$ cat src/rtl/hex_keypad_scanner.sv
// Purpose: scans a 4x4 active-low hex keypad, debounces it and reports one 4-bit key code per press.
// Latency: key_valid one cycle after the DEBOUNCE_CNT-th confirming sample tick; rows add 2 sync cycles.
// Backpressure: none; key_valid is a one-cycle pulse and key_code holds until the next accepted key.
//
// Ports:
//   clk       system clock, rising edge
//   rst_n     asynchronous active-low reset
//   row[3:0]  keypad rows, active-low, asynchronous (synchronised here)
//   col[3:0]  keypad columns, active-low, exactly one low at a time
//   key_code  last accepted key = 4*row_idx + col_idx
//   key_valid one-cycle pulse when a new key is accepted
//   key_held  high from accept until the release is accepted
module hex_keypad_scanner #(
    parameter int SCAN_DIV     = 50000,
    parameter int DEBOUNCE_CNT = 4
) (
    input  logic       clk,
    input  logic       rst_n,
    input  logic [3:0] row,
    output logic [3:0] col,
    output logic [3:0] key_code,
    output logic       key_valid,
    output logic       key_held
);
    localparam int DIV_W = $clog2(SCAN_DIV);
    localparam int CNT_W = $clog2(DEBOUNCE_CNT + 1);
    localparam logic [DIV_W-1:0] DIV_LAST = DIV_W'(SCAN_DIV - 1);
    localparam logic [CNT_W-1:0] CNT_DONE = CNT_W'(DEBOUNCE_CNT);

    typedef enum logic [1:0] {
        SCAN,
        DEB_PRESS,
        HELD
    } state_t;

    // Row synchroniser; idle level is all-ones because of the board pull-ups.
    logic [3:0] row_meta;
    logic [3:0] rs;

    always_ff @(posedge clk or negedge rst_n) begin
        if (!rst_n) begin
            row_meta <= 4'hF;
            rs       <= 4'hF;
        end else begin
            row_meta <= row;
            rs       <= row_meta;
        end
    end

    // Column dwell divider; rows are sampled on its last count, which leaves
    // enough cycles after a column change for the new rows to pass the synchroniser.
    logic [DIV_W-1:0] div_q;
    logic             tick;

    assign tick = (div_q == DIV_LAST);

    always_ff @(posedge clk or negedge rst_n) begin
        if (!rst_n) begin
            div_q <= '0;
        end else if (tick) begin
            div_q <= '0;
        end else begin
            div_q <= div_q + 1'b1;
        end
    end

    // Lowest-index pressed row wins.
    logic       any_press;
    logic [1:0] low_row;

    always_comb begin
        any_press = (rs != 4'hF);
        low_row   = 2'd3;
        if (!rs[0]) begin
            low_row = 2'd0;
        end else if (!rs[1]) begin
            low_row = 2'd1;
        end else if (!rs[2]) begin
            low_row = 2'd2;
        end
    end

    state_t           state_q, state_d;
    logic [1:0]       col_idx_q, col_idx_d;
    logic [1:0]       cand_row_q, cand_row_d;
    logic [CNT_W-1:0] cnt_q, cnt_d, cnt_inc;
    logic [3:0]       code_d;
    logic             valid_d;
    logic             held_d;

    assign col = ~(4'b0001 << col_idx_q);

    always_ff @(posedge clk or negedge rst_n) begin
        if (!rst_n) begin
            state_q    <= SCAN;
            col_idx_q  <= 2'd0;
            cand_row_q <= 2'd0;
            cnt_q      <= '0;
            key_code   <= 4'd0;
            key_valid  <= 1'b0;
            key_held   <= 1'b0;
        end else begin
            state_q    <= state_d;
            col_idx_q  <= col_idx_d;
            cand_row_q <= cand_row_d;
            cnt_q      <= cnt_d;
            key_code   <= code_d;
            key_valid  <= valid_d;
            key_held   <= held_d;
        end
    end

    // The column index is frozen outside SCAN, so col_idx_q doubles as the
    // candidate column while debouncing and holding.
    always_comb begin
        state_d    = state_q;
        col_idx_d  = col_idx_q;
        cand_row_d = cand_row_q;
        cnt_d      = cnt_q;
        code_d     = key_code;
        valid_d    = 1'b0;
        held_d     = key_held;
        cnt_inc    = cnt_q + 1'b1;

        if (tick) begin
            case (state_q)
                SCAN: begin
                    if (!any_press) begin
                        col_idx_d = col_idx_q + 2'd1;
                    end else begin
                        cand_row_d = low_row;
                        cnt_d      = '0;
                        state_d    = DEB_PRESS;
                    end
                end
                DEB_PRESS: begin
                    // A release, or a lower row taking over, aborts the candidate.
                    if (any_press && (low_row == cand_row_q)) begin
                        if (cnt_inc == CNT_DONE) begin
                            code_d  = {cand_row_q, col_idx_q};
                            valid_d = 1'b1;
                            held_d  = 1'b1;
                            cnt_d   = '0;
                            state_d = HELD;
                        end else begin
                            cnt_d = cnt_inc;
                        end
                    end else begin
                        state_d   = SCAN;
                        col_idx_d = col_idx_q + 2'd1;
                    end
                end
                HELD: begin
                    // Only the held row matters; any re-press restarts the release count.
                    if (rs[cand_row_q]) begin
                        if (cnt_inc == CNT_DONE) begin
                            held_d    = 1'b0;
                            cnt_d     = '0;
                            col_idx_d = col_idx_q + 2'd1;
                            state_d   = SCAN;
                        end else begin
                            cnt_d = cnt_inc;
                        end
                    end else begin
                        cnt_d = '0;
                    end
                end
                default: begin
                    state_d = SCAN;
                end
            endcase
        end
    end
endmodule
$ cat config.mk
export PLATFORM = sky130hd
export DESIGN_NAME = hex_keypad_scanner
export DESIGN_NICKNAME = d
export VERILOG_FILES = /design/src/rtl/hex_keypad_scanner.sv
export SDC_FILE = /design/constraint.sdc
export NUM_CORES = 1
export LEC_CHECK = 0
export ABC_AREA = 1
export ABC_CLOCK_PERIOD_IN_PS = 1800
export BUFFER_PORTS_ARGS = -buffer_cell sky130_fd_sc_hd__buf_2
export CAP_MARGIN = 20
export CORE_UTILIZATION = 45
export DETAILED_ROUTE_END_ITERATION = 8
export PLACE_DENSITY_LB_ADDON = 0.12
export SYNTH_ARGS = -nofsm -noshare
export SYNTH_HDL_FRONTEND = slang
export SYNTH_SLANG_ARGS = --single-unit
$ cat constraint.sdc
create_clock -name clk -period 1.8 [get_ports clk]
set_clock_uncertainty 0.2 [all_clocks]
set_input_delay 0.54 -clock clk [delete_from_list [all_inputs] [get_ports clk]]
set_output_delay 0.54 -clock clk [all_outputs]
set_load 0.02 [all_outputs]
Word-level counts from Yosys, hierarchy flattened
Index checks and enable logic that the tools add are counted.
{"block": "op_classes", "n_addsub": 3, "n_mul": 0, "div": 0, "n_lt_le_gt_ge": 1, "eq_ne": 14, "shift": 1, "muxes": 31, "n_bitwise": 1, "n_reduce_logical": 10}
{"cell": "two-way mux 2 bit", "n": 11}
{"cell": "adder 16 x 1 -> 16 bit (second input constant)", "n": 1}
{"cell": "equality test 16 bit (second input constant)", "n": 1}
{"cell": "two-way mux 16 bit", "n": 1}
{"cell": "!= test 2 bit (second input constant)", "n": 7}
{"cell": "two-way mux 3 bit", "n": 4}
{"cell": "case mux 2 bit (3 select lines)", "n": 2}
{"cell": "AND reduction 6 bit", "n": 2}
{"cell": "two-way mux 1 bit", "n": 10}
{"cell": "case mux 3 bit (3 select lines)", "n": 1}
{"cell": "AND reduction 4 bit", "n": 2}
{"cell": "AND reduction 5 bit", "n": 1}
{"cell": "!= test 4 bit (second input constant)", "n": 1}
{"cell": "NOT 4 bit", "n": 1}
{"cell": "left shift 1 x 2 -> 4 bit (first input constant)", "n": 1}
{"cell": "adder 3 x 1 -> 3 bit (second input constant)", "n": 1}
{"cell": "equality test 3 bit (second input constant)", "n": 1}
{"cell": "less-than comparator 2 x 3 -> 1 bit (second input constant)", "n": 1}
{"cell": "!= test 3 bit (second input constant)", "n": 1}
{"cell": "AND reduction 3 bit", "n": 1}
{"cell": "nonzero test 3 bit", "n": 1}
{"cell": "adder 2 x 1 -> 2 bit (second input constant)", "n": 1}
{"cell": "binary-select mux 1 bit (select 2 bit)", "n": 1}
{"cell": "equality test 2 x 1 -> 1 bit (second input constant)", "n": 1}
{"cell": "6 further kinds", "n": 6}
{"block": "totals", "reg_bits": 39, "latchBits": 0, "ramBits": 0, "rom_bits": 0, "output_inout_bits": 10, "n_memories": 0}

Logic depth before layout (Yosys ltp)
Gate-level depths: netlist of the first run.
{"block": "depth", "depth_word": 8, "mapped_depth": 10, "depth_no_buf": 10}

Worst setup path before layout of the first run
OpenSTA, ideal clock, no wires.
{"block": "synth_timing", "path_kind": "register -> register", "startpoint": "register cnt_q[0]", "endpoint": "register col_idx_q[1]", "t_arrival_ps": 1298, "path_slack_ps": 182, "stages_incl_launch_ff": 10, "path_buffers": 0, "synth_period_minus_slack_ps": 1618, "cell_sequence": "dfrtp_1 ha_1 nand2_1 nand3_2 nand2_1 nand3_2 nor2_4 nand3_2 nand2_1 o21ai_1"}
{"block": "synth_via", "elab_chain_cells": 4}
{"element": "start, declared", "line": "86", "text": "logic [CNT_W-1:0] cnt_q, cnt_d, cnt_inc;"}
{"element": "start signal, assigned", "line": "106", "text": "cnt_q <= cnt_d;"}
{"element": "adder 3 x 1 -> 3 bit", "line": "123", "text": "cnt_inc = cnt_q + 1'b1;"}
{"element": "equality test 3 bit", "line": "156", "text": "if (cnt_inc == CNT_DONE) begin"}
{"element": "!= test 2 bit (no source line)"}
{"element": "AND reduction 6 bit (no source line)"}
{"element": "end signal, assigned", "line": "104", "text": "col_idx_q <= col_idx_d;"}
{"element": "end, declared", "line": "84", "text": "logic [1:0] col_idx_q, col_idx_d;"}
Every way passes these cells.
A chain may end at the register's enable or synchronous reset.

Worst setup path after layout of the first run
{"block": "layout_timing", "startpoint": "register col_idx_q[0]", "endpoint": "output col[0]"}
{"block": "layout_via", "elab_chain_cells": 2}
{"element": "left shift 1 x 2 -> 4 bit", "line": "91", "text": "assign col = ~(4'b0001 << col_idx_q);"}
{"element": "NOT 4 bit", "line": "91"}
{"element": "end, declared", "line": "20", "text": "output logic [3:0] col,"}
Every way passes these cells.

==> summary.md, run 1 <==
| Metric | Value |
|---|---|
| Slew @ Worst Pin | `375 ps` |
| Post-DP Area | `2320 sq um` |
| Clk pin slew, worst setup/hold paths | `80 ps` |
| Status | `complete, but fails checks` |
| Fin area | `2760 sq um` |
| Hpwl dp | `2710 um` |
| CP max stage delay | `460 ps` |
| Largest cells by area after synthesis | `dfrtp_1 (37%), dfstp_2 (10%), nand2_1 (10%)` |
| Final setup fails | `4` |
| Iteration count of the initial detailed-routing pass | `6` |
| Synthesized cell area | `2110 sq um` |
| Ant diodes | `0` |
| DR vias | `1,656` |
| Final WS setup | `-83.6 ps` |
| RePlAce Congestion | `0.875` |
| Root buf cell | `clkbuf_8` |
| Seq/Total Area, Yosys | `46.7%` |
| Gr usage total | `17.5%` |
| Largest net degree at the start of global routing | `40` |
| Clk Latency, worst-skew pair | `300 ps` |
| Vias in the first global route | `1,579` |
| Final nets | `311` |
| Total Wirelength | `4160 um` |
| Max-slew violation count | `0` |
| Min Tclk post-route | `1880 ps` |
| Startpoint types | `flip-flop` |
| CP Capture Type | `primary output` |
| Final worst-path cycle share | `105%` |
| Final Hold Violating Endpoints | `0` |
| Data arrival time of the worst path | `1140 ps` |
| Starting DRT DRC Count | `66` |
| CTS Buf Count | `5` |
| Cell Chain, Critical Path | `inv_4 > ha_4 > inv_2 > buf_6` |
| CP max-delay cell | `dfrtp_2` |
| Starting Density | `47.5%` |
| Critical Path Fanout Max | `4` |
| Gr ovfl total | `0` |
| Cell count after synthesis | `242` |
| VDD IR max | `0.000355 V` |
| Post-Syn Nets | `259` |
| Critical Path RT | `1060 ps` |
| Yosys reg bits | `39` |
| Die Span X | `70.5 um` |
| CTS tree | `yes` |
| Area grow syn2layout | `30.8%` |
| Core Box Area | `4440 sq um` |
| Clock Path Buffers | `2` |
| Port Buffer Count | `15` |
| Final Util | `62.2%` |
| Share of layout cells above drive strength 1 | `42.0%` |
| P_leak | `1.31 nW` |
| Filler instances | `375` |
| Leading area contributor after synthesis | `dfrtp_1` |
| Worst setup path class | `flip-flop to primary output` |
| Rows | `24` |
| Netlist cell types | `26` |
| CTS sink count | `39` |
| RSZ-0062 raised after global routing | `yes` |
| Initial antenna violation count | `0` |
| Violated checks | `design-rule violations, negative setup slack` |
| Max Cap Viol | `0` |
| Most frequent cells in the layout | `nand2_1 (50), dfrtp_1 (27), inv_1 (26)` |
| Yosys Warn Count | `0` |
| Die area | `4970 sq um` |
| # DRC | `5` |
| Syn avg cell area | `8.73 sq um` |
| Die Ht | `70.5 um` |
| Routed len/inst | `12.0 um` |
| H-tree depth | `2` |
| Global-route wire length before repair | `6740 um` |
| Slew margin rel. | `74.8%` |
| Ports | `16` |
| Maximum clock rate | `531 MHz` |
| Most common cell after layout, fill and taps aside | `nand2_1` |
| Share of the synthesized area in the top cell type | `36.7%` |
| P per Cell Area | `561 nW/um^2` |
| Vias per cell | `4.77` |
| Final hold slack | `141 ps` |
| Final ANT Viol Nets | `0` |
| Hold Crit Class | `primary input to flip-flop` |
cells by family after synthesis:
| group | count (synthesis) | synth area share, % |
|---|---|---|
| buf+inv | 38 | 6.75 |
| simple gates | 129 | 32.8 |
| fa+ha+maj | 11 | 6.52 |
| xor+xnor | 6 | 2.49 |
| flops | 39 | 46.7 |
| compound gates | 19 | 4.80 |
metal layers:
metal | global-route usage, % | vias to the layer above | share of wire, %
li1 | - | 871 | -
met1 | 22.4 | 752 | 49
met2 | 29.0 | 28 | 47
met3 | 3.46 | 5 | 2.7
met4 | 7.48 | 0 | 1.4
met5 | 0 | - | 0
stage by stage:
| step | cells | power, mW | worst slack [ps] | setup TNS, ps |
|---|---|---|---|---|
| after floorplan | 242 | 0.933 | 182 | 0 |
| after global placement | 317 | 0.966 | 85.3 | 0 |
| after detailed placement | 317 | 0.967 | 52.7 | 0 |
| after global routing | 347 | 1.61 | -115 | -642 |
| final | 347 | 1.55 | -83.6 | -292 |
| after CTS | 329 | 1.56 | -78.0 | -262 |
flip-flops by register name (all words and copies together), names as in the netlist:
register,flops
rs,4
key_held,1
key_code,4
key_valid,1
cnt_q,3
col_idx_q,2
cand_row_q,2
state_q,2
div_q,16
row_meta,4
final timing paths:
| check | startpoint | depth (start not counted) | slack (ps) | to |
|---|---|---|---|---|
| min in group asynchronous | rst_n | 3 | 530 | div_q[7] |
| max in group asynchronous | rst_n | 3 | 600 | row_meta[3] |
| hold reg to reg | row_meta[1] | 0 | 160 | rs[1] |
| setup reg to reg | rs[0] | 7 | 50 | key_code[0] |
| setup / recovery | col_idx_q[0] | 4 | -80 | col[0] |
| hold / removal | row[0] | 1 | 140 | row_meta[0] |
synthesized netlist by cell type:
library cell / instances
a21oi_1: 2
a2bb2oi_1: 1
dfrtp_1: 31
dfstp_2: 8
ha_1: 11
inv_1: 33
inv_2: 5
nand2_1: 56
nand2_2: 4
nand2_4: 1
nand3_1: 10
nand3_2: 7
nand3_4: 2
nand3b_1: 1
nand4_1: 5
nand4_2: 1
nand4_4: 1
nor2_1: 25
nor2_2: 5
nor2_4: 6
nor3_1: 5
o211ai_1: 1
o21ai_0: 4
o21ai_1: 11
xnor2_1: 1
xor2_1: 5
area by class of cell:
cell class | count | area, sq um | share of cell area [%]
Clock inverter | 3 | 20.0 | 0.725
Clock buffer | 5 | 68.8 | 2.49
Sequential cell | 39 | 991 | 35.9
Inverter | 38 | 148 | 5.34
Timing Repair Buffer | 44 | 340 | 12.3
Tap cell | 52 | 65.1 | 2.36
Multi-Input combinational cell | 166 | 1130 | 40.9
report_power, final:
| part | leakage, nW | total (mW) | switching, mW | internal, mW |
|---|---|---|---|---|
| clock | 0.0402 | 0.590 | 0.320 | 0.270 |
| sequential | 0.499 | 0.898 | 0.00633 | 0.892 |
| combinational | 0.767 | 0.0629 | 0.0397 | 0.0232 |
timing repair:
action                                  CTS  global route
endpoints found under the setup margin    4            19
setup buffers                             3            17
gates cloned                              0             1
hold buffers                              1             0
pin swaps                                 1            11
gates resized for setup                  10            44
endpoints found under the hold margin     7             0
worst max-delay path, delay by kind of cell, from the launching register on:
kind	cells	cell delay (ps)
adders and majority gates	1	130
DFF	1	460
buffers and inverters	3	260
Power figures use the tool's default switching activity.
==> inputs of run 2 (changes only) <==
- ABC_AREA: 1 -> default
- CAP_MARGIN: 20 -> 30
- PLACE_DENSITY: default -> 0.69
- PLACE_DENSITY_LB_ADDON: 0.12 -> default
==> run 2 against run 1 <==
Compared with the run above:
- the run ends with negative setup slack left
- critical endpoint is now state_q[1]
- clock power rose by 23%
- fmax shrank 7.2%
- global-route usage increased by 3.1 points
- largest cell class unchanged
==> summary.md, run 2 <==
| Metric | Value |
|---|---|
| Status | `complete, but fails checks` |
| Violated checks | `negative setup slack` |
| R2r endpoint | `state_q[1]` |
| R2R Setup Slk | `-230 ps` |
| Most frequent cells in the layout | `buf_4 (51), dfrtp_1 (29), buf_2 (14)` |
| CTS Hold Bufs | `0` |
| Slew @ Worst Pin | `395 ps` |
| Gr ovfl total | `0` |
| Total Wirelength | `4930 um` |
| Reg-to-Reg Start | `cand_row_q[0]` |
| Max-slew violation count | `0` |
| Yosys reg bits | `39` |
| Post-Syn Nets | `204` |
| Min Tclk post-route | `2030 ps` |
| Clock Path Buffers | `2` |
| CP Capture Type | `flip-flop` |
| Starting DRT DRC Count | `102` |
| Filler instances | `316` |
| EDFF count, synth | `0` |
| Die area | `4910 sq um` |
| CTS sink count | `39` |
| Final nets | `281` |
| Global-route wire length before repair | `7850 um` |
| Startpoint types | `flip-flop` |
| P per Cell Area | `567 nW/um^2` |
| P_leak | `1.39 nW` |
| Vias in the first global route | `1,718` |
| Max reg flops | `16` |
| VDD IR max | `0.000544 V` |
| Worst R2R Path Depth | `6` |
| Critical path launch point | `cand_row_q[0]` |
| Largest net degree at the start of global routing | `21` |
| Routed len/inst | `15.5 um` |
| Final worst-path cycle share | `113%` |
| Hpwl dp | `3010 um` |
| Biggest register | `div_q` |
| Leading area contributor after synthesis | `dfrtp_1` |
| Cell count after synthesis | `187` |
| Total power | `1.69 mW` |
| RSZ-0062 raised after global routing | `yes` |
| Final WS setup | `-230 ps` |
| Area grow syn2layout | `42.6%` |
| Data arrival time of the worst path | `2000 ps` |
| Slew margin rel. | `73.4%` |
| Rows | `24` |
| Synthesized cell area | `2080 sq um` |
| CTS Buf Count | `5` |
| Most common cell after layout, fill and taps aside | `buf_4` |
| Syn avg cell area | `11.1 sq um` |
| Gr usage total | `20.6%` |
| Final Hold Violating Endpoints | `0` |
| Critical Path RT | `1770 ps` |
| Worst setup path class | `flip-flop to flip-flop` |
| H-tree depth | `2` |
| Die Ht | `70.1 um` |
| RePlAce Congestion | `0.872` |
| Ant diodes | `0` |
| Ys flop type | `dfrtp_1` |
| Seq/Total Area, Yosys | `47.3%` |
| Max Cap Viol | `0` |
| Port Buffer Count | `15` |
| Vias per cell | `5.36` |
| DR vias | `1,698` |
| CTS tree | `yes` |
| Root buf cell | `clkbuf_8` |
| Die Span X | `70.1 um` |
| DP Worst Slack | `-231 ps` |
| Async set or reset register ratio after synthesis | `100%` |
| Clk pin slew, worst setup/hold paths | `80 ps` |
| Share of the synthesized area in the top cell type | `37.2%` |
| Hold Crit Class | `primary input to async pin` |
| # DRC | `0` |
| Critical Path Fanout Max | `6` |
| Iteration count of the initial detailed-routing pass | `4` |
| Final setup fails | `17` |
| Starting Density | `47.2%` |
| Share of layout cells above drive strength 1 | `53.6%` |
| Yosys Warn Count | `0` |
| Core Box Area | `4410 sq um` |
| Maximum clock rate | `493 MHz` |
| Count leader, synth | `dfrtp_1` |
| Final ANT Viol Nets | `0` |
| Initial antenna violation count | `0` |
| Ports | `16` |
| Largest cells by area after synthesis | `dfrtp_1 (37%), dfstp_2 (10%), ha_1 (6.6%)` |
| Clk Latency, worst-skew pair | `300 ps` |
| Netlist cell types | `53` |
| Commonest cells in the netlist | `dfrtp_1 (31), inv_1 (16), nor2_1 (14)` |
run 2: cell types whose count changed after synthesis, sizes merged, moves of 4 or more:
cell and change:
o21ai -11, nand3 -12, buf +5, xnor2 +7, a31oi +4, inv -22, nand2 -49, mux2 +8
nor2 -22
run 2: cells by family after synthesis:
group	share of synthesized area, %
compound gates	8.40
xor+xnor	6.66
fa+ha+maj	6.60
buf+inv	5.16
flops	47.3
mux	7.20
simple gates	18.7
run 2: worst max-delay path by stage:
stage / slack (ps) / cells after the start / end
finish: -230 / 6 / state_q[1]
global route: -270 / 6 / state_q[1]
CTS: -200 / 5 / key_held
detailed placement: -230 / 5 / key_held
global placement: -230 / 5 / key_held
floorplan: -140 / 6 / key_held
run 2: layer usage:
metal | track usage (%) | share of wire [%]
met5 | 0 | 0
met4 | 9.33 | 2.6
met3 | 4.76 | 4.1
met2 | 33.9 | 51
met1 | 25.9 | 42
run 2: worst max-delay path, cell delays in order (launching register included):
cell	delay, ps
dfrtp_2	440
mux4_2	560
a31oi_4	230
nor2b_4	80
buf_6	120
a41oi_4	230
a31oi_4	50
run 2: cell type report:
type / instances / area, sq um / area share, %
Multi-Input combinational cell: 126 / 1170 / 39.5
Clock inverter: 1 / 30.0 / 1.01
Inverter: 16 / 60.1 / 2.02
Tap cell: 52 / 65.1 / 2.19
Timing Repair Buffer: 76 / 577 / 19.4
Sequential cell: 39 / 988 / 33.3
Clock buffer: 7 / 76.3 / 2.57
run 2: stage by stage:
step                hold slack [ps]  utilization [%]  instance area (sq um)  std cells  setup TNS, ps
floorplan                      44.4                -                   2140        187           -732
global route                   43.0             67.3                   2970        317          -3340
finish                         12.6             67.3                   2970        317          -2290
global placement                145             58.6                   2590        297          -1410
detailed placement              148             58.6                   2590        297          -1470
CTS                            16.5             65.6                   2900        313          -1890
run 2: power by group:
group / internal (mW) / switching [mW]
clock: 0.415 / 0.308
combinational: 0.0266 / 0.0334
sequential: 0.892 / 0.00989
run 2: repair_timing:
action	CTS	global route
setup endpoints to repair	18	21
pin swaps	9	7
resized for setup	34	10
setup buffers	8	4
